==> config.mk <==
export PLATFORM = sky130hd
export DESIGN_NAME = mem_stage
export DESIGN_NICKNAME = d
export VERILOG_FILES = /design/src/rtl/mem_stage.sv
export SDC_FILE = /design/constraint.sdc
export NUM_CORES = 1
export LEC_CHECK = 0
export BUFFER_PORTS_ARGS = -buffer_cell sky130_fd_sc_hd__buf_4
export CAP_MARGIN = 20
export CORE_AREA = 4 4 259 261
export DETAILED_ROUTE_END_ITERATION = 7
export DIE_AREA = 0 0 263 265
export PLACE_DENSITY_LB_ADDON = 0.25
export SETUP_SLACK_MARGIN = 0.4
export SYNTH_ARGS = -nofsm -noshare
export SYNTH_HDL_FRONTEND = slang
export SYNTH_SLANG_ARGS = --single-unit
==> constraint.sdc <==
create_clock -name i_clk -period 2.3 [get_ports i_clk]
set_clock_uncertainty 0.1 [all_clocks]
set_input_delay 0.46 -clock i_clk [delete_from_list [all_inputs] [get_ports i_clk]]
set_output_delay 0.46 -clock i_clk [all_outputs]
set_load 0.02 [all_outputs]
==> src/rtl/mem_stage.sv <==
// ---------------------------------------------------------------------------
// mem_stage_pkg / mem_stage
//
// Memory stage of the 5-stage RV64 pipeline, between execute and writeback.
// It accepts one instruction at a time from execute. A load or store that is
// aligned becomes a bus request, and the request is held until the bus
// returns data_ok. Load data is aligned and extended. The stage registers a
// memory_data_t for writeback. While a bus access is outstanding it stalls
// the whole pipeline.
//
// Ports:
//   i_clk, i_resetn           clock, asynchronous active-low reset
//   i_dataE                   instruction from execute (execute_data_t)
//   i_msize, i_munsigned      access size (0..3 = B/H/W/D), zero-extend loads
//   o_dreq_valid/addr/size/   bus request, stable from the holding register
//   o_dreq_strobe/data          until data_ok
//   i_dresp_data_ok/data      bus response (read data is 8-byte lane aligned)
//   o_dataM                   registered result to writeback (memory_data_t)
//   o_stallM                  hold all upstream stages this cycle
//   o_misalign                one-cycle pulse when a misaligned op is dropped
//
// state | meaning
// IDLE  | accepting from execute; ALU ops and misaligned ops retire directly
// REQ   | bus request outstanding, dreq_* driven from the holding register
// ---------------------------------------------------------------------------
package mem_stage_pkg;

    typedef struct packed {
        logic        valid;
        logic        regwrite;
        logic        memtoreg;
        logic        memread;
        logic        memwrite;
        logic [31:0] raw_instr;
        logic [63:0] pc;
        logic [63:0] aluout;
        logic [63:0] writedata;
        logic [4:0]  dst;
    } execute_data_t;

    typedef struct packed {
        logic        valid;
        logic        skip;
        logic        regwrite;
        logic        memtoreg;
        logic [31:0] raw_instr;
        logic [63:0] pc;
        logic [63:0] aluout;
        logic [63:0] readdata;
        logic [4:0]  dst;
    } memory_data_t;

endpackage

module mem_stage
    import mem_stage_pkg::*;
#(
    parameter logic [63:0] MMIO_BOUND = 64'h8000_0000
) (
    input  logic          i_clk,
    input  logic          i_resetn,
    input  execute_data_t i_dataE,
    input  logic [1:0]    i_msize,
    input  logic          i_munsigned,
    output logic          o_dreq_valid,
    output logic [63:0]   o_dreq_addr,
    output logic [2:0]    o_dreq_size,
    output logic [7:0]    o_dreq_strobe,
    output logic [63:0]   o_dreq_data,
    input  logic          i_dresp_data_ok,
    input  logic [63:0]   i_dresp_data,
    output memory_data_t  o_dataM,
    output logic          o_stallM,
    output logic          o_misalign
);

    typedef enum logic {
        IDLE = 1'b0,
        REQ  = 1'b1
    } state_t;

    state_t       r_state;
    state_t       w_next_state;

    // Holding register for the outstanding bus access.
    logic         r_regwrite;
    logic         r_memtoreg;
    logic         r_is_load;
    logic [31:0]  r_raw_instr;
    logic [63:0]  r_pc;
    logic [63:0]  r_addr;
    logic [4:0]   r_dst;
    logic [1:0]   r_size;
    logic         r_unsigned;
    logic [7:0]   r_strobe;
    logic [63:0]  r_wdata;
    logic         r_skip;

    memory_data_t r_dataM;
    logic         r_misalign;

    logic [2:0]   w_off;
    logic         w_is_mem;
    logic         w_is_store;
    logic         w_misaligned;
    logic         w_below_bound;
    logic [7:0]   w_mask_base;
    logic [7:0]   w_strobe;
    logic [63:0]  w_wdata;
    logic [63:0]  w_rd_shift;
    logic [63:0]  w_load_fmt;
    logic         w_capture;
    logic         w_stall;
    logic         w_misalign_next;
    memory_data_t w_dataM_next;

    // Decode of the incoming instruction (only acted on in IDLE).
    always_comb begin
        w_off         = i_dataE.aluout[2:0];
        w_is_mem      = i_dataE.memread | i_dataE.memwrite;
        // A load takes priority if both flags are ever set together.
        w_is_store    = i_dataE.memwrite & ~i_dataE.memread;
        w_below_bound = (i_dataE.aluout < MMIO_BOUND);
        w_misaligned  = 1'b0;
        w_mask_base   = 8'h01;
        case (i_msize)
            2'd0: begin
                w_misaligned = 1'b0;
                w_mask_base  = 8'h01;
            end
            2'd1: begin
                w_misaligned = i_dataE.aluout[0];
                w_mask_base  = 8'h03;
            end
            2'd2: begin
                w_misaligned = |i_dataE.aluout[1:0];
                w_mask_base  = 8'h0F;
            end
            default: begin
                w_misaligned = |i_dataE.aluout[2:0];
                w_mask_base  = 8'hFF;
            end
        endcase
        w_strobe = w_is_store ? (w_mask_base << w_off) : 8'h00;
        w_wdata  = i_dataE.writedata << {w_off, 3'b000};
    end

    // Load formatting from the held request; response lanes are 8-byte aligned.
    always_comb begin
        w_rd_shift = i_dresp_data >> {r_addr[2:0], 3'b000};
        w_load_fmt = '0;
        case (r_size)
            2'd0: w_load_fmt = r_unsigned ? {56'b0, w_rd_shift[7:0]}
                                          : {{56{w_rd_shift[7]}}, w_rd_shift[7:0]};
            2'd1: w_load_fmt = r_unsigned ? {48'b0, w_rd_shift[15:0]}
                                          : {{48{w_rd_shift[15]}}, w_rd_shift[15:0]};
            2'd2: w_load_fmt = r_unsigned ? {32'b0, w_rd_shift[31:0]}
                                          : {{32{w_rd_shift[31]}}, w_rd_shift[31:0]};
            default: w_load_fmt = w_rd_shift;
        endcase
    end

    // Next-state, stall and writeback result.
    always_comb begin
        w_next_state    = r_state;
        w_stall         = 1'b0;
        w_capture       = 1'b0;
        w_misalign_next = 1'b0;
        w_dataM_next    = '0;
        case (r_state)
            IDLE: begin
                if (i_dataE.valid) begin
                    if (!w_is_mem) begin
                        w_dataM_next.valid     = 1'b1;
                        w_dataM_next.regwrite  = i_dataE.regwrite;
                        w_dataM_next.memtoreg  = i_dataE.memtoreg;
                        w_dataM_next.raw_instr = i_dataE.raw_instr;
                        w_dataM_next.pc        = i_dataE.pc;
                        w_dataM_next.aluout    = i_dataE.aluout;
                        w_dataM_next.dst       = i_dataE.dst;
                    end else if (w_misaligned) begin
                        // Dropped op still retires so writeback sees the pc,
                        // but it must not write a register.
                        w_dataM_next.valid     = 1'b1;
                        w_dataM_next.skip      = w_below_bound;
                        w_dataM_next.memtoreg  = i_dataE.memtoreg;
                        w_dataM_next.raw_instr = i_dataE.raw_instr;
                        w_dataM_next.pc        = i_dataE.pc;
                        w_dataM_next.aluout    = i_dataE.aluout;
                        w_dataM_next.dst       = i_dataE.dst;
                        w_misalign_next        = 1'b1;
                    end else begin
                        w_capture    = 1'b1;
                        w_stall      = 1'b1;
                        w_next_state = REQ;
                    end
                end
            end
            REQ: begin
                w_stall = ~i_dresp_data_ok;
                if (i_dresp_data_ok) begin
                    w_next_state           = IDLE;
                    w_dataM_next.valid     = 1'b1;
                    w_dataM_next.skip      = r_skip;
                    w_dataM_next.regwrite  = r_regwrite;
                    w_dataM_next.memtoreg  = r_memtoreg;
                    w_dataM_next.raw_instr = r_raw_instr;
                    w_dataM_next.pc        = r_pc;
                    w_dataM_next.aluout    = r_addr;
                    w_dataM_next.readdata  = r_is_load ? w_load_fmt : 64'h0;
                    w_dataM_next.dst       = r_dst;
                end
            end
            default: w_next_state = IDLE;
        endcase
    end

    always_ff @(posedge i_clk or negedge i_resetn) begin
        if (!i_resetn) begin
            r_state    <= IDLE;
            r_dataM    <= '0;
            r_misalign <= 1'b0;
        end else begin
            r_state    <= w_next_state;
            r_dataM    <= w_dataM_next;
            r_misalign <= w_misalign_next;
        end
    end

    always_ff @(posedge i_clk or negedge i_resetn) begin
        if (!i_resetn) begin
            r_regwrite  <= 1'b0;
            r_memtoreg  <= 1'b0;
            r_is_load   <= 1'b0;
            r_raw_instr <= '0;
            r_pc        <= '0;
            r_addr      <= '0;
            r_dst       <= '0;
            r_size      <= '0;
            r_unsigned  <= 1'b0;
            r_strobe    <= '0;
            r_wdata     <= '0;
            r_skip      <= 1'b0;
        end else if (w_capture) begin
            r_regwrite  <= i_dataE.regwrite;
            r_memtoreg  <= i_dataE.memtoreg;
            r_is_load   <= i_dataE.memread;
            r_raw_instr <= i_dataE.raw_instr;
            r_pc        <= i_dataE.pc;
            r_addr      <= i_dataE.aluout;
            r_dst       <= i_dataE.dst;
            r_size      <= i_msize;
            r_unsigned  <= i_munsigned;
            r_strobe    <= w_strobe;
            r_wdata     <= w_wdata;
            r_skip      <= w_below_bound;
        end
    end

    // Bus outputs are forced to zero outside REQ so a stale holding register
    // never leaks onto the bus.
    always_comb begin
        o_dreq_valid  = (r_state == REQ);
        o_dreq_addr   = o_dreq_valid ? r_addr : 64'h0;
        o_dreq_size   = o_dreq_valid ? {1'b0, r_size} : 3'b000;
        o_dreq_strobe = o_dreq_valid ? r_strobe : 8'h00;
        o_dreq_data   = o_dreq_valid ? r_wdata : 64'h0;
        o_stallM      = w_stall;
        o_dataM       = r_dataM;
        o_misalign    = r_misalign;
    end

endmodule

==> run_results.csv <==
group,metric,value,unit
outcome,run_status,"complete, but fails checks",
outcome,violations,"negative setup slack",
pwr,seq_power_share,38.2,%
pwr,pwr-share-comb,31.5,%
sta,fin_tns_setup,-10.47,ns
yosys,synth-async-reset-ratio,100,%
yosys,synth_mux_area_share,17.3,%
pwr,p_clk_share,30.3,%
clocking,clkTransAtPathRegs,0.06,ns
pwr,power_switching_share,31.4,%
yosys,synth_cell_types,44,
clocking,cts_buffers,50,
floorplan,ios,679,
yosys,synth_seq_cells,479,
worst_setup_path,crit_start,"o_dreq_valid",
pwr,fin_total_pwr,28.5,mW
yosys,ys.flop_type,"dfrtp_1",
placed_design,portBuffers,677,
sta,hold_ws,0.0274,ns
yosys,synth-seq-area-share,55.8,%
clocking,htreeDepth,2,
yosys,synth_compound_area_share,14.5,%
drt,top_layer_used,"met5",
drt,vias,18700,
yosys,synth-simple-area-share,9.22,%
layout,final_core_util,52.6,%
drt,drc,0,
pwr,vdd_drop_max,0.661,mV
global_routing,grt_usage,23.1,%
sta,finalCritPeriodShare,105,%
worst_setup_path,setup.worst_path.end_class,"primary output",
layout,drive_above_1_share,49.1,%
worst_setup_path,arrival,1.86,ns
drt,wl_met2,43800,µm
sta,worst_pin_slew,0.579,ns
global_routing,grt_antenna_before_repair,1,
layout,nets,3025,
job,drv_cap,0,
global_routing,gr-total-overflow,0,
floorplan,core,0.0645,mm²
placed_design,hpwlAfterDp,60000,µm
sta,relSlewSlack,61.4,%
yosys,synthAdderAreaFrac,0,%
floorplan,die_x,263,µm
worst_setup_path,crit_path_max_fanout,16,
worst_hold_path,min_path_type,"in2reg",
sta,fmax,0.414,GHz
drt,m1WireLength,35000,µm
layout,areaGrowthSynthToFinish,57.8,%
clocking,clock_latency,0.59,ns
yosys,synth_top_family_by_area,"multiplexers",
yosys,synth_xor_area_share,0,%
pwr,p_leak,16.2,nW
drt,drtIter0Drc,1471,
worst_setup_path,cp-start-kind,"register",
yosys,synth_area,0.0215,mm²
floorplan,placementRows,93,
sta,setup_viol,153,
drt,routedWlPerCell,24.3,µm
yosys,synthCells,1804,
clocking,clock_tree.buffer_depth,3,
worst_setup_path,crit_chain,"buf_8, bufbuf_16, and2_1, buf_4",
worst_hold_path,hp-start,"i_dataE[121]",
yosys,synth_nets,2108,
clocking,cts.sinks,479,
clocking,cts_tree,"built",
yosys,yosysWarnings,0,
floorplan,start_util,33.3,%
floorplan,die_area,0.0697,mm²
sta,slew_violations,0,
drt,met3_length,5730,µm
worst_setup_path,required,1.74,ns
drt,antenna_left,0,
worst_setup_path,cp_slowest_cell,"dfrtp_4",
yosys,synth_edf_count,0,
drt,viasPerCell,5.17,
global_routing,grt_max_degree,170,
worst_setup_path,cpPeakStageDelay,0.51,ns
sta,finalCriticalPeriod,2.42,ns
sta,hold_viol,0,
pwr,power.internal,19.5,mW
global_routing,grt_pass1_vias,19500,
layout,diodes,0,
drt,drt_wl_total,88100,µm
sta,fin_ws,-0.118,ns
sta,grt_setup_unrepaired,"true",
placed_design,pre_cts_ws,-0.0183,ns
floorplan,fp.dieH,265,µm
yosys,avgSynthCellArea,11.9,µm²
pwr,p_sw,8.93,mW
worst_setup_path,r2r_start,"r_addr[1]",
clocking,cts_root_buf,"clkbuf_16",
pwr,cellPowerDensity,840,mW/mm²
worst_setup_path,crit_type,"reg2out",
global_routing,grt_pass1_wl,125000,µm
placed_design,place.gp.congestion,0.955,
drt,drtPass1Iterations,7,
==> worst paths after layout <==
kind,endpoint,slack [ns],cells past startpoint
max in group asynchronous,r_pc[25],0.89,3
setup / recovery,o_dreq_addr[24],-0.12,4
hold reg to reg,r_wdata[16],0.37,2
setup reg to reg,o_dataM[40],-0.09,8
min in group asynchronous,o_dataM[179],0.31,2
hold / removal,o_dataM[121],0.03,2
==> through the flow <==
stage | area, µm² | std cells
after floorplan | 21800 | 1804
after global placement | 28300 | 3295
after detailed placement | 28300 | 3295
after CTS | 32800 | 3581
after global routing | 33900 | 3617
final | 33900 | 3617
==> power by group through the flow <==
stage	Sequential [mW]	Combinational (mW)	Clock, mW
6_report	10.9	8.95	8.64
5_1_grt	11.0	9.46	9.16
4_1_cts	10.8	8.26	8.80
3_5_place_dp	10.9	7.39	0
3_3_place_gp	10.9	7.28	0
2_1_floorplan	11.1	3.88	0
==> worst max-delay path: cells and delay by family (launching register included) <==
family	cells	cell delay, ns
buffers and inverters	3	0.61
flip-flops	1	0.51
AND/OR/NAND/NOR	1	0.16
==> timing repair <==
action	in CTS	in global routing
setup endpoints to repair	480	614
endpoints found under the hold margin	333	0
cloned	12	17
pin swaps	17	18
hold buffers	159	0
resized for setup	176	127
setup buffers	22	19
==> metal layers <==
| metal | vias up | global-route usage (%) |
|---|---|---|
| met5 | - | 0 |
| met4 | 2 | 8.61 |
| met3 | 161 | 4.76 |
| met2 | 871 | 40.1 |
| met1 | 9356 | 28.5 |
| li1 | 8292 | - |
==> cells in the final DEF (no fill, tap or decap), types with 62 or more instances in the layout <==
master | synthesis | final
and2_4 | 0 | 76
clkbuf_16 | 0 | 65
a21oi_1 | 97 | 77
buf_6 | 4 | 83
buf_4 | 3 | 704
mux2_2 | 229 | 229
nand2_1 | 134 | 130
a22o_1 | 167 | 167
and2_1 | 138 | 62
dfrtp_1 | 479 | 475
mux2i_1 | 76 | 73
dlygate4sd3_1 | 0 | 159
==> cells by family (layout without fill, tap and decap cells) <==
family,count (synthesis),count (layout)
flops,479,479
compound gates,430,430
simple gates,408,408
mux,322,322
buf+inv,164,1122
other cells,1,1
==> layout make-up <==
type	instances	area (µm²)
clock buffers	76	1490
clock inverters	17	280
fillers	5609	30600
inverters	7	32.5
multi-input cells	1161	9470
flip-flops and latches	479	12000
well taps	855	1070
repair buffers	1022	9540
==> Yosys cell counts (all sizes together) (6+ instances only) <==
cell     number  area share (%)
a211oi       11            0.41
a21oi       107             2.7
a22o        167             6.8
and2        138             4.0
and3          7            0.20
buf          27            0.69
clkbuf      130             2.3
dfrtp       479              56
inv           7            0.12
mux2        229              12
mux2i        76             3.5
mux4         17             1.8
nand2       134             2.3
nand2b        6            0.17
nor2         88             1.5
nor3         14            0.33
nor4          8            0.23
o211ai        7            0.24
o21a         14            0.49
o21ai        55             1.3
o21bai        7            0.24
o22a          8            0.33
o2bb2ai      14            0.57
o31ai        28            0.98
==> registers in the layout (all words and copies together), names as in the netlist <==
| name | flops |
|---|---|
| r_pc | 64 |
| o_dataM | 233 |
| r_addr | 64 |
| r_strobe | 8 |
| r_dst | 5 |
| r_unsigned | 1 |
| r_skip | 1 |
| r_memtoreg | 1 |
| r_raw_instr | 32 |
| r_is_load | 1 |
| r_regwrite | 1 |
| o_misalign | 1 |
| r_wdata | 64 |
| r_size | 2 |
| o_dreq_valid | 1 |
(Power assumes the default switching activity.)
